File: config.mk
export PLATFORM = sky130hd
export DESIGN_NAME = feram_row_sequencer
export DESIGN_NICKNAME = d
export VERILOG_FILES = /design/src/rtl/feram_row_sequencer.sv
export SDC_FILE = /design/constraint.sdc
export NUM_CORES = 1
export LEC_CHECK = 0
export ABC_AREA = 1
export CORE_ASPECT_RATIO = 1.2
export CORE_UTILIZATION = 31
export CTS_BUF_LIST = sky130_fd_sc_hd__clkbuf_4 sky130_fd_sc_hd__clkbuf_8
export DETAILED_ROUTE_END_ITERATION = 7
export PLACE_DENSITY = 0.58
export SLEW_MARGIN = 20
export SYNTH_ARGS = -nofsm -noshare
export SYNTH_HDL_FRONTEND = slang
export SYNTH_SLANG_ARGS = --single-unit
File: constraint.sdc
create_clock -name clk -period 7.69 [get_ports clk]
set_clock_uncertainty 0.2 [all_clocks]
set_input_delay 1.9225 -clock clk [delete_from_list [all_inputs] [get_ports clk]]
set_output_delay 1.9225 -clock clk [all_outputs]
set_load 0.05 [all_outputs]
File: src/rtl/feram_row_sequencer.sv
// Row sequencer for an FeRAM-style memory: loads a run of rows from an upstream
// word stream, or streams a run of rows back out with a one-cycle read latency.
module feram_row_sequencer #(
  parameter int ADDR_W = 4,
  parameter int DATA_W = 8,
  parameter int N_ROWS = 16
) (
  input  logic                  clk,
  input  logic                  rst,
  input  logic [ADDR_W-1:0]     cfg_base,
  input  logic [ADDR_W:0]       cfg_len,
  input  logic                  wr_start,
  input  logic                  rd_start,
  input  logic                  in_valid,
  output logic                  in_ready,
  input  logic [4*DATA_W-1:0]   in_data,
  output logic                  out_valid,
  input  logic                  out_ready,
  output logic [4*DATA_W-1:0]   out_data,
  output logic                  busy,
  output logic                  done,
  output logic                  err,
  output logic                  mem_wr_en,
  output logic [ADDR_W-1:0]     mem_wr_row,
  output logic [4*DATA_W-1:0]   mem_wr_data,
  output logic                  mem_sra_en,
  output logic [ADDR_W-1:0]     mem_row_addr,
  input  logic [4*DATA_W-1:0]   mem_rd_data
);

  localparam logic [ADDR_W:0] ROWS = (ADDR_W+1)'(N_ROWS);

  typedef enum logic [2:0] {
    IDLE,
    WRITE,
    RD_ISSUE,
    RD_CAPTURE,
    RD_HOLD
  } state_t;

  state_t            state;
  logic [ADDR_W-1:0] base_q;
  logic [ADDR_W:0]   len_q;
  logic [ADDR_W:0]   cnt;
  logic [ADDR_W:0]   cnt_nxt;
  logic              start_legal;
  logic [ADDR_W-1:0] base_norm;

  // base and index are each below N_ROWS, so a single conditional subtract wraps
  function automatic logic [ADDR_W-1:0] wrap_row(input logic [ADDR_W:0] sum);
    return (sum >= ROWS) ? ADDR_W'(sum - ROWS) : ADDR_W'(sum);
  endfunction

  function automatic logic [ADDR_W-1:0] row_of(input logic [ADDR_W-1:0] base,
                                               input logic [ADDR_W:0]   idx);
    return wrap_row({1'b0, base} + idx);
  endfunction

  always_comb begin
    cnt_nxt     = cnt + 1'b1;
    start_legal = (cfg_len != '0) && (cfg_len <= ROWS);
    base_norm   = wrap_row({1'b0, cfg_base});
  end

  always_ff @(posedge clk or posedge rst) begin
    if (rst) begin
      state        <= IDLE;
      base_q       <= '0;
      len_q        <= '0;
      cnt          <= '0;
      in_ready     <= 1'b0;
      out_valid    <= 1'b0;
      out_data     <= '0;
      busy         <= 1'b0;
      done         <= 1'b0;
      err          <= 1'b0;
      mem_wr_en    <= 1'b0;
      mem_wr_row   <= '0;
      mem_wr_data  <= '0;
      mem_sra_en   <= 1'b0;
      mem_row_addr <= '0;
    end else begin
      done       <= 1'b0;
      err        <= 1'b0;
      mem_wr_en  <= 1'b0;
      mem_sra_en <= 1'b0;

      case (state)
        IDLE: begin
          if (wr_start || rd_start) begin
            if (!start_legal) begin
              err <= 1'b1;
            end else begin
              base_q <= base_norm;
              len_q  <= cfg_len;
              cnt    <= '0;
              busy   <= 1'b1;
              if (wr_start) begin
                state    <= WRITE;
                in_ready <= 1'b1;
              end else begin
                state        <= RD_ISSUE;
                mem_sra_en   <= 1'b1;
                mem_row_addr <= base_norm;
              end
            end
          end
        end

        WRITE: begin
          if (in_valid && in_ready) begin
            mem_wr_en   <= 1'b1;
            mem_wr_row  <= row_of(base_q, cnt);
            mem_wr_data <= in_data;
            cnt         <= cnt_nxt;
            if (cnt_nxt == len_q) in_ready <= 1'b0;
          end else if (!in_ready) begin
            // in_ready low here means the final row strobe has just gone out
            done  <= 1'b1;
            busy  <= 1'b0;
            state <= IDLE;
          end
        end

        RD_ISSUE: begin
          state <= RD_CAPTURE;
        end

        RD_CAPTURE: begin
          out_data  <= mem_rd_data;
          out_valid <= 1'b1;
          state     <= RD_HOLD;
        end

        RD_HOLD: begin
          if (out_ready) begin
            out_valid <= 1'b0;
            cnt       <= cnt_nxt;
            if (cnt_nxt == len_q) begin
              done  <= 1'b1;
              busy  <= 1'b0;
              state <= IDLE;
            end else begin
              state        <= RD_ISSUE;
              mem_sra_en   <= 1'b1;
              mem_row_addr <= row_of(base_q, cnt_nxt);
            end
          end
        end

        default: begin
          state <= IDLE;
          busy  <= 1'b0;
        end
      endcase
    end
  end

endmodule
; ---- Word-level counts from Yosys, hierarchy flattened
; Cells that the tools add are included.
[totals]
regBits = 96
out_inout_bits = 79
in_bits = 79
elab_cells = 109
[op_classes]
n_eq_ne = 16
n_addsub = 5
n_reduce_logical = 18
order_cmp = 3
n_mux = 51
n_bitwise = 1
[ops]
columns = cell, n
row1 = two-way mux 4 bit, 7
row2 = two-way mux 1 bit, 25
row3 = "!= test 2 bit, second input constant", 11
row4 = two-way mux 5 bit, 4
row5 = two-way mux 3 bit, 5
row6 = one-hot mux 3 bit (5 select lines), 1
row7 = one-hot mux 5 bit (3 select lines), 1
row8 = AND reduction 6 bit, 2
row9 = adder 4 x 5 -> 5 bit, 2
row10 = ">= comparator 5 bit, second input constant", 2
row11 = AND reduction 5 bit, 2
row12 = one-hot mux 1 bit (2 select lines), 4
row13 = one-hot mux 4 bit (2 select lines), 1
row14 = "subtractor 4 x 1 -> 4 bit, second input constant", 2
row15 = AND reduction 7 bit, 1
row16 = "== test 3 x 2 -> 1 bit, second input constant", 2
row17 = nonzero test 2 bit, 3
row18 = "adder 5 x 1 -> 5 bit, second input constant", 1
row19 = == test 5 bit, 1
row20 = "less-or-equal comparator 5 bit, second input constant", 1
row21 = nonzero test 5 bit, 1
row22 = two-way mux 2 bit, 2
row23 = one-hot mux 1 bit (4 select lines), 1
row24 = AND reduction 2 bit, 2
row25 = other kinds (9), 10

; ---- Depth between registers and ports, before layout
[logic_depth]
depth_word = 7
ltp_mapped = 14
depth_no_buf = 14

; ---- Least setup slack after synthesis
; No wires, ideal clock.
[synth_path]
path_kind = in2reg
start = in cfg_len[3]
end = reg mem_row_addr[0]
path_buffers = 0
required_time_ns = 7.372
arrival_ns = 2.791
path_stages = 9
setup_time_ns = 0.118
path_slack_ns = 4.581
path_cell_list = nor2_1 nand3_1 nand2_1 nand2_1 inv_1 nand2_2 or2_4 nand3_1 nand2_1
[synth_between]
elab_chain_cells = 4
word_cells_on_any_way = 5
cone_classes = 1 x order compare / 1 x eq/ne / 3 x reduce/logical
[synth_rtl]
columns = element, line
row1 = start: declaration, 11  ; input logic [ADDR_W:0] cfg_len,
row2 = less-or-equal comparator 5 bit / nonzero test 5 bit (equally long branches), 61  ; start_legal = (cfg_len != '0) && (cfg_len <= ROWS);
row3 = logical AND 1 bit *, 61
row4 = != test 2 bit (no source line) *, -
row5 = AND reduction 6 bit (no source line) *, -
row6 = end signal: assignment, 104  ; mem_row_addr <= base_norm;
row7 = end signal: assignment, 146  ; mem_row_addr <= row_of(base_q, cnt_nxt);
row8 = end: declaration, 27  ; output logic [ADDR_W-1:0] mem_row_addr,
; Mark *: on every way between the ends. The rest lies on a longest branch, timed or not.
; A chain may end at the register's enable or synchronous reset.

; ---- Worst setup path after layout
[layout_path]
start = in in_valid
end = reg mem_wr_row[3]
[layout_between]
elab_chain_cells = 2
[layout_rtl]
columns = element, line
row1 = start: declaration, 14  ; input logic in_valid,
row2 = logical AND 1 bit, 111  ; if (in_valid && in_ready) begin
row3 = AND reduction 2 bit (no source line), -
row4 = end signal: assignment, 113  ; mem_wr_row <= row_of(base_q, cnt);
row5 = end: declaration, 24  ; output logic [ADDR_W-1:0] mem_wr_row,
; No other way between the ends.

==> results.py <==
metrics = {
    "timing": {
        "finalSetupViolations": 0,
        "tightest_slew_ns": 0.921,
        "setup_tns_ns": 0,
        "drv_slew": 0,
        "finalCritPeriodShare": 0.498,
        "period_minus_slack_ns": 3.83,
        "hold_viol_final": 0,
        "slew_headroom": 0.386,
        "rsz0062_at_grt": "false",
        "fmax_mhz": 261,
    },
    "outcome": {
        "outcome": "complete, no violations",
    },
    "power": {
        "p_leak_nw": 2.86,
        "power_density_mw_per_mm2": 472,
        "ir_drop_mv": 0.278,
    },
    "layout": {
        "diodes": 0,
        "final_cell_mix": "nand2_1 (173), clkdlybuf4s50_1 (157), dfrtp_1 (96), mux2_2 (32), inv_1 (24)",
        "area_delta_synth_final_pct": 45.3,
        "nFillCells": 1297,
        "final_core_util": 0.464,
        "final_common_cell": "nand2_1",
        "drive_gt1_frac": 0.119,
        "fin_area_mm2": 0.00617,
        "fin_nets": 678,
    },
    "critical_path": {
        "cp-end-kind": "register",
        "path_class": "input pin to register",
        "critPathRequiredTime_ns": 7.73,
        "critPathLaunchType": "input pin",
        "path_max_fanout": 40,
        "worst-endpoint-arrival_ns": 3.87,
    },
    "clocking": {
        "tritoncts": "yes",
        "cts_sinks": 96,
        "htree_levels": 3,
        "clock_latency_ns": 0.37,
        "cts.clk_slew.worst_paths_ns": 0.09,
        "postCtsSetupBuffers": 0,
        "holdBufCountCts": 0,
        "ctsLongestPathBuffers": 2,
        "cts_resized": 0,
        "clockRootBuffer": "clkbuf_8",
        "cts_made_buffers": 9,
    },
    "logic_synthesis": {
        "ys_seq_area_frac": 0.566,
        "syn_area_per_cell_um2": 9.79,
        "synth-seq-cells": 96,
        "synth_nets": 522,
        "synth_cell_types": 31,
        "synthCells": 434,
        "synth_area_mm2": 0.00425,
        "yosysWarnings": 0,
    },
    "global_routing": {
        "grt_pass1_wl_um": 17000,
        "grt_util_all_layers": 0.159,
        "antenna_found_initial": 0,
        "grt_max_degree": 72,
        "grt_pass1_vias": 3480,
        "grt_overflow_total": 0,
    },
    "hold_path": {
        "hold_path_class": "register to register",
    },
    "detailed_routing": {
        "num_vias": 3428,
        "firstDrtPassIters": 4,
        "drtIter0Drc": 125,
        "wirelength_um": 10900,
        "drc": 0,
        "via_per_inst": 4.49,
        "antenna_left": 0,
        "wl_per_cell_um": 14.3,
    },
    "die": {
        "die_area_mm2": 0.0142,
        "die_x_um": 109,
        "core_mm2": 0.0133,
        "pin_count": 158,
        "die_y_um": 130,
        "placementRows": 46,
        "start_util": 0.319,
    },
    "placement": {
        "hpwl_um": 8110,
        "gp_congestion": 0.828,
        "io_buffers": 157,
        "post_dp_cell_area_mm2": 0.00595,
    },
    "run": {
        "cap_violations": 0,
    },
}
-- worst max-delay path, cell delays in order --
cell and delay (ns):
clkdlybuf4s50_1 0.46, nand2_1 0.09, nor2_4 0.65, inv_2 0.50, nand2_1 0.16, o21ai_1 0.07
-- logic make-up after synthesis --
kind of cell | synth area share
simple gates | 0.219
buf+inv | 0.0474
mux | 0.0954
flops | 0.566
xor+xnor | 0.00825
compound gates | 0.0342
fa+ha+maj | 0.0300
-- metal layers --
metal / up-vias / track usage / wire (um)
met1: 1612 / 0.189 / 4590
met4: 0 / 0.0707 / 199
met5: - / 0 / 0
met3: 14 / 0.0325 / 658
met2: 104 / 0.276 / 5430
li1: 1698 / - / -
-- through the flow --
step                      instances  total power [mW]  hold WS, ns  worst slack [ns]
after global routing            763              3.09        0.298              3.61
after floorplan                 434              2.00        0.266              3.06
after global placement          747              2.53        0.254              3.43
after CTS                       763              2.95        0.282              3.79
final                           763              2.91        0.275              3.86
after detailed placement        747              2.57        0.258              3.38
-- state kept, by name (all words and copies together) (netlist names) --
register and cells:
busy 1, cnt 5, mem_wr_en 1, mem_wr_data 32, mem_sra_en 1, err 1
mem_wr_row 4, base_q 4, len_q 5, out_valid 1, in_ready 1, out_data 32
mem_row_addr 4, done 1, state 3
-- final cells by class --
class	instances	area [um2]	share of cell area
repair buffers	158	1580	0.256
clock buffers	10	131	0.0213
well taps	168	210	0.0341
clock inverters	6	92.6	0.0150
inverters	29	111	0.0180
multi-input cells	296	1640	0.266
flip-flops and latches	96	2400	0.389
-- Yosys cell counts --
cell type / count / share of area
nand4_1: 4 / 0.0059
mux2_2: 32 / 0.085
a21oi_2: 1 / 0.0021
nand3b_1: 3 / 0.0053
nor2_1: 12 / 0.011
inv_2: 4 / 0.0035
o211ai_1: 1 / 0.0018
nor3_4: 1 / 0.0038
o21ai_1: 9 / 0.011
nor2_2: 1 / 0.0015
a21oi_1: 4 / 0.0047
mux2_4: 3 / 0.011
o21ai_0: 11 / 0.013
buf_6: 4 / 0.011
nand3_1: 16 / 0.019
dfrtp_1: 96 / 0.57
fa_1: 2 / 0.0094
nor2_4: 2 / 0.0053
or2_4: 1 / 0.0021
o21ai_2: 1 / 0.0021
inv_1: 25 / 0.022
buf_4: 1 / 0.0018
nand2_4: 1 / 0.0027
nand2_2: 5 / 0.0074
and3_1: 1 / 0.0015
ha_1: 7 / 0.021
xor2_1: 2 / 0.0041
buf_2: 8 / 0.0094
or2_2: 1 / 0.0015
nand2_1: 173 / 0.15
xnor2_1: 2 / 0.0041
-- where the power goes --
group / switching [mW] / leakage, nW / internal [mW]
Combinational: 1.08 / 1.57 / 0.585
Sequential: 0.141 / 1.18 / 0.732
Clock: 0.184 / 0.107 / 0.189
-- path summary, 6_finish.rpt --
check                      slack, ns        endpoint      startpoint  depth (start not counted)
setup / recovery                3.86   mem_wr_row[3]        in_valid                          6
hold / removal                  0.27  mem_wr_data[8]  mem_wr_data[8]                          2
setup reg to reg                5.12   mem_wr_row[3]        state[1]                          6
hold reg to reg                 0.27  mem_wr_data[8]  mem_wr_data[8]                          2
max in group asynchronous       4.41       base_q[2]             rst                          3
min in group asynchronous       1.66     out_data[6]             rst                          2
Note: power is estimated with default switching activity, not from simulation.
